--- config.mk ---
export PLATFORM = sky130hd
export DESIGN_NAME = rx_packet_sequencer
export DESIGN_NICKNAME = d
export VERILOG_FILES = /design/src/rtl/rx_packet_sequencer.sv
export SDC_FILE = /design/constraint.sdc
export NUM_CORES = 1
export LEC_CHECK = 0
export ABC_AREA = 0
export CORE_ASPECT_RATIO = 0.8
export CORE_UTILIZATION = 45
export CTS_BUF_LIST = sky130_fd_sc_hd__clkbuf_4
export DETAILED_ROUTE_END_ITERATION = 8
export PLACE_DENSITY = 0.67
export SLEW_MARGIN = 0
export SYNTH_ARGS = -nofsm -noshare
export SYNTH_HDL_FRONTEND = slang
export SYNTH_SLANG_ARGS = --single-unit
--- constraint.sdc ---
create_clock -name clk -period 3.5 [get_ports clk]
set_clock_uncertainty 0.05 [all_clocks]
set_input_delay 0.7 -clock clk [delete_from_list [all_inputs] [get_ports clk]]
set_output_delay 0.7 -clock clk [all_outputs]
set_load 0.02 [all_outputs]
--- src/rtl/rx_packet_sequencer.sv ---
// Receive-side packet sequencer: tracks SYNC/PID/payload framing from strobed bits and eop.
// Optional PID_CHECK_EN macro enables the PID complement-nibble check before decode.
module rx_packet_sequencer (
  input  logic       clk,
  input  logic       n_rst,
  input  logic       d_edge,
  input  logic       shift_strobe,
  input  logic       rcv_bit,
  input  logic       eop,
  output logic       sync_shift_enable,
  output logic       pid_shift_enable,
  output logic       crc5_shift_enable,
  output logic       crc16_shift_enable,
  output logic       data_shift_enable,
  output logic       rcving,
  output logic       r_error,
  output logic       pkt_done,
  output logic [3:0] pid
);

  typedef enum logic [2:0] {
    ST_IDLE,
    ST_SYNC,
    ST_PID,
    ST_TOKEN,
    ST_DATA,
    ST_WAIT_EOP,
    ST_DONE,
    ST_ERROR
  } state_t;

  typedef enum logic [1:0] {
    PK_TOKEN,
    PK_DATA,
    PK_HANDSHAKE,
    PK_INVALID
  } pid_kind_t;

  localparam logic [7:0]  SYNC_PATTERN = 8'h80;
  localparam logic [13:0] BYTE_BITS    = 14'd8;
  localparam logic [13:0] TOKEN_BITS   = 14'd16;
  localparam logic [13:0] DATA_MIN     = 14'd16;
  localparam logic [13:0] DATA_LIMIT   = 14'd8201;

  state_t      state, state_next;
  logic [7:0]  shift_reg, shift_next;
  logic [13:0] bit_cnt, cnt_upd;
  logic        err_flag, err_next;
  logic [3:0]  pid_q, pid_next;
  logic        byte_done;
  logic        pid_check_ok;
  pid_kind_t   pid_kind;

  function automatic pid_kind_t decode_pid(input logic [3:0] nibble);
    case (nibble)
      4'b0001, 4'b1001, 4'b1101, 4'b0101: return PK_TOKEN;
      4'b0011, 4'b1011:                   return PK_DATA;
      4'b0010, 4'b1010, 4'b1110:          return PK_HANDSHAKE;
      default:                            return PK_INVALID;
    endcase
  endfunction

  // Strobe is folded in before any eop decision, so eop sees the updated count.
  always_comb begin
    shift_next = shift_reg;
    cnt_upd    = bit_cnt;
    if (state != ST_IDLE && shift_strobe) begin
      shift_next = {rcv_bit, shift_reg[7:1]};
      cnt_upd    = bit_cnt + 14'd1;
    end
  end

  assign byte_done = shift_strobe && (cnt_upd == BYTE_BITS);
  assign pid_kind  = decode_pid(shift_next[3:0]);

`ifdef PID_CHECK_EN
  assign pid_check_ok = (shift_next[7:4] == ~shift_next[3:0]);
`else
  assign pid_check_ok = 1'b1;
`endif

  // NOTE: every variable driven here gets a default first so no latch is inferred.
  always_comb begin
    state_next = state;
    err_next   = err_flag;
    pid_next   = pid_q;

    case (state)
      ST_IDLE: begin
        if (d_edge) begin
          state_next = ST_SYNC;
          err_next   = 1'b0;
        end
      end

      ST_SYNC: begin
        if (eop)
          state_next = ST_ERROR;
        else if (byte_done)
          state_next = (shift_next == SYNC_PATTERN) ? ST_PID : ST_ERROR;
      end

      ST_PID: begin
        if (byte_done)
          pid_next = shift_next[3:0];
        if (eop)
          state_next = ST_ERROR;
        else if (byte_done) begin
          if (!pid_check_ok)
            state_next = ST_ERROR;
          else begin
            case (pid_kind)
              PK_TOKEN:     state_next = ST_TOKEN;
              PK_DATA:      state_next = ST_DATA;
              PK_HANDSHAKE: state_next = ST_WAIT_EOP;
              default:      state_next = ST_ERROR;
            endcase
          end
        end
      end

      ST_TOKEN: begin
        // A 17th strobe is fatal even if eop arrives in the same cycle.
        if (shift_strobe && bit_cnt == TOKEN_BITS)
          state_next = ST_ERROR;
        else if (eop)
          state_next = (cnt_upd == TOKEN_BITS) ? ST_DONE : ST_ERROR;
      end

      ST_DATA: begin
        if (eop)
          state_next = (cnt_upd[2:0] == 3'd0 && cnt_upd >= DATA_MIN) ? ST_DONE : ST_ERROR;
        else if (cnt_upd == DATA_LIMIT)
          state_next = ST_ERROR;
      end

      ST_WAIT_EOP: begin
        if (shift_strobe)
          state_next = ST_ERROR;
        else if (eop)
          state_next = ST_DONE;
      end

      ST_DONE:  state_next = ST_IDLE;

      ST_ERROR: begin
        if (eop)
          state_next = ST_IDLE;
      end

      default:  state_next = ST_IDLE;
    endcase

    if (state_next == ST_ERROR)
      err_next = 1'b1;
  end

  // NOTE: sequential state uses non-blocking assignments so all registers update together.
  always_ff @(posedge clk or negedge n_rst) begin
    if (!n_rst) begin
      state     <= ST_IDLE;
      shift_reg <= '0;
      bit_cnt   <= '0;
      err_flag  <= 1'b0;
      pid_q     <= 4'h0;
    end else begin
      state     <= state_next;
      shift_reg <= shift_next;
      bit_cnt   <= (state_next != state) ? '0 : cnt_upd;
      err_flag  <= err_next;
      pid_q     <= pid_next;
    end
  end

  always_comb begin
    sync_shift_enable  = (state == ST_SYNC);
    pid_shift_enable   = (state == ST_PID);
    crc5_shift_enable  = (state == ST_TOKEN);
    crc16_shift_enable = (state == ST_DATA);
    data_shift_enable  = (state == ST_DATA);
    rcving             = (state != ST_IDLE);
    pkt_done           = (state == ST_DONE);
  end

  assign r_error = err_flag;
  assign pid     = pid_q;

endmodule

==> impl_table.tex <==
\begin{tabular}{lr}
\hline
Metric & Value \\
\hline
\multicolumn{2}{l}{\textbf{Synthesis}} \\
Number of synthesized flops with an enable pin & 0 \\
Area share of the largest cell type after synthesis & 33.8\% \\
Cell area after synthesis & around 0.0022 mm² \\
Post-Synth Adder-Cell Area & 3.38\% \\
Register bit total from synthesis & 30 \\
Main combinational cell family by area after synthesis & simple AND/OR/NAND/NOR gates \\
Net count after synthesis & 266 \\
Async S/R FF share, synth & 100\% \\
Flip-flop cell with the highest count after synthesis & dfrtp\_1 \\
Synth unique cells & 60 \\
Syn\_area\_per\_cell & 8.73 µm² \\
Compound-gate portion of the synthesized area & 21.9\% \\
Simple-Gate Fraction of Synth Area & 24.7\% \\
Portion of the post-synthesis area used by sequential elements & approximately a third \\
Largest cells by area after synthesis & dfrtp\_1, nand2\_1, a2111oi\_2 \\
Instance count of the mapped netlist & 254 \\
Leading area contributor after synthesis & dfrtp\_1 \\
Count of synthesis-stage warnings from yosys & 0 \\
Multiplexer share of the synthesized area & 3.72\% \\
Fraction of synthesized cell area in xor and xnor cells & 5.92\% \\
\multicolumn{2}{l}{\textbf{Power and ir drop}} \\
Worst vdd ir & 0.484 mV \\
Combinational share of power & 63.4\% \\
Internal power component & about 1.0 mW \\
Switching power & 0.872 mW \\
Power per standard cell area & 664 mW/mm² \\
Leak pwr & around 1.3 nW \\
Sequential fraction of design power & between 20 and 30\% \\
Clk pwr share & 11.0\% \\
Switching power share of the total & 45.5\% \\
Total design power & between 1.5 and 2 mW \\
\multicolumn{2}{l}{\textbf{Clock network}} \\
H-tree levels & 2 \\
Hold\_buf cts & 0 \\
Clock network latency to the later pin of the worst-skew pair & 0.33 ns \\
Clk Tree Root Cell & clkbuf\_4 \\
Inserted Clock Buffers & 5 \\
TritonCTS clock tree & yes \\
\# clock sinks & 30 \\
Clock buffer depth & 2 \\
Clock slew at the register clock pins of the worst setup and hold paths & 0.10 ns \\
\multicolumn{2}{l}{\textbf{Timing}} \\
Slew @ Worst Pin & 0.484 ns \\
Post-route fraction of the period consumed by the critical path & between 90\% and 100\% \\
Number of failing setup endpoints in the final timing report & 0 \\
Final worst hold slack & 0.451 ns \\
Post-route setup TNS & 0 ns \\
Setup slack after layout & approximately 0.14 ns \\
RSZ-0062 raised after global routing & true \\
Final Critical Period & 3.36 ns \\
Maximum frequency from static timing analysis & approximately 0.3 GHz \\
Final number of max-transition violations & 0 \\
Rel. slew slack & 67.4\% \\
Final hold violation count & 0 \\
\multicolumn{2}{l}{\textbf{Flow run}} \\
Max-cap viol count & 0 \\
\multicolumn{2}{l}{\textbf{Route}} \\
Routed met2 length & 2620 µm \\
Drt first pass iters & 5 \\
Final antenna-violating net count & 0 \\
Drt total wl & 6000 µm \\
Count of vias placed by the detailed router & 2150 \\
First DRT Iteration DRCs & 174 \\
Metal3 WL & 403 µm \\
Average wire length per cell after detail routing & 16.3 µm \\
Residual DRC & 0 \\
Drt via density & 5.83 \\
Length of routed wiring on met1 & between 2000 and 3000 µm \\
Highest metal layer with signal wires & met4 \\
\multicolumn{2}{l}{\textbf{Critical path}} \\
Maximum cell stage delay along the critical path & 0.54 ns \\
Highest fanout seen on the critical path & 7 \\
Critical path data required time & 3.68 ns \\
Reg-to-reg setup timing slack & 0.14 ns \\
Arrival time of the worst setup path & 3.54 ns \\
Crit-path slowest cell & or4\_4 \\
Setup CP Type & reg -> reg \\
Launching element type of the critical path & flop \\
Sequence of cells on the critical path & ha\_1, a211o\_1, o21a\_1, o32a\_1, or4\_4, nor4\_4, mux2i\_2, nand4\_1, bufbuf\_16, a2111oi\_2 \\
Nature of the critical path endpoint & flop \\
\multicolumn{2}{l}{\textbf{Outcome}} \\
Run status & completed \\
\multicolumn{2}{l}{\textbf{Placement}} \\
Routability-driven placement congestion ratio & 0.888 \\
Post-placement setup slack & -0.528 ns \\
Instance count after placement with tap cells included & 355 \\
Post-Place Cell Area & 0.00271 mm² \\
Half-perimeter wire length of the detailed placement result & 4390 µm \\
Buffers on Ports & 17 \\
\multicolumn{2}{l}{\textbf{Global route}} \\
Initial antenna violation count & 0 \\
Largest net degree at the start of global routing & 31 \\
Via count of the first global-routing pass & 2015 \\
Global-route wire length before repair & 9850 µm \\
Grt total ovfl & 0 \\
Total routing resource utilization after global routing & about a quarter \\
\multicolumn{2}{l}{\textbf{Hold path}} \\
Worst min path class & reg -> reg \\
\multicolumn{2}{l}{\textbf{Die}} \\
Area enclosed by the die boundary & 0.00522 mm² \\
Site row count & 22 \\
Die X & around 81 µm \\
IO Count & 18 \\
Die Y-Extent & around 65 µm \\
Initial core utilization & 47.7\% \\
Core box area & 0.00465 mm² \\
\multicolumn{2}{l}{\textbf{Final layout}} \\
Fraction of final layout cells with drive strength greater than 1 & 26.2\% \\
Post-route cell area & 0.00288 mm² \\
Number of nets in the finished design & 320 \\
N\_diodes & 0 \\
Most common cell after layout, fill and taps aside & buf\_4 \\
Total of fill cells in the finished design & 405 \\
Area grow syn2layout & 29.9\% \\
Core occupancy in the finished layout & 61.9\% \\
Max FFs per register & 14 \\
Top library cells by usage in the layout, fill and taps aside & buf\_4, nand2\_1, dfrtp\_1, clkdlybuf4s50\_1, nor2\_1 \\
Post-Layout Cell Count & 369 \\
\hline
\end{tabular}
area by class of cell:
type	count	area, µm²	area share (%)
inverter	13	48.8	1.69
multi-input combinational	193	1370	47.5
clock buffer	6	45.0	1.56
clock inverter	2	8.76	0.304
tap	60	75.1	2.61
sequential	30	753	26.1
timing repair buffer	65	583	20.2
per-layer routing:
layer  track usage [%]  up-vias
met5                 0        -
met4              7.81        0
met3              4.93       11
met2              35.9       74
met1              38.2     1020
li1                  -     1045
path summary, 6_finish.rpt:
path / startpoint / end / depth (start not counted)
worst min register to register: pid[0] / pid[0] / 2
min in group asynchronous: n_rst / bit_cnt[13] / 2
worst max register to register: bit_cnt[0] / bit_cnt[6] / 10
max in group asynchronous: n_rst / state[2] / 2
worst min-delay path: pid[0] / pid[0] / 2
worst max-delay path: bit_cnt[0] / bit_cnt[6] / 10
cell usage after synthesis, types with 6 or more instances:
cell type,count
a2111oi_2,6
a211oi_1,6
a21oi_1,6
dfrtp_1,30
ha_1,6
inv_1,13
mux2i_1,6
nand2_1,40
nand3_1,8
nor2_1,14
nor3_1,7
nor4_1,9
o21ai_0,8
xnor2_1,9
xor2_1,6
worst max-delay path, delay by kind of cell, from the launching register on:
| family | cells | cell delay, ns |
|---|---|---|
| adder cells (fa/ha/maj) | 1 | 0.26 |
| AO/OA/AOI/OAI | 4 | 0.97 |
| multiplexers | 1 | 0.28 |
| AND/OR/NAND/NOR | 3 | 0.95 |
| buffers and inverters | 1 | 0.34 |
| flip-flops | 1 | 0.39 |
power groups by stage:
stage	Combinational [mW]	Sequential (mW)	Clock [mW]
after floorplan	0.665	0.463	0
after detailed placement	1.06	0.494	0
after CTS	1.19	0.489	0.214
final	1.21	0.491	0.210
after global placement	1.04	0.493	0
after global routing	1.32	0.500	0.224
cells by family after synthesis:
| group | after synthesis |
|---|---|
| adder cells (fa/ha/maj) | 6 |
| buffers and inverters | 31 |
| multiplexers | 8 |
| flip-flops | 30 |
| AO/OA/AOI/OAI | 58 |
| XOR/XNOR | 15 |
| AND/OR/NAND/NOR | 106 |
repair_timing:
| item | 4_1_cts | 5_1_grt |
|---|---|---|
| gates cloned | 1 | 0 |
| resized for setup | 9 | 4 |
| endpoints found under the setup margin | 14 | 10 |
| setup buffers | 2 | 3 |
| pin swaps | 1 | 2 |
| hold endpoints to repair | 0 | 0 |
No activity file was read; power rests on OpenSTA's default activity.
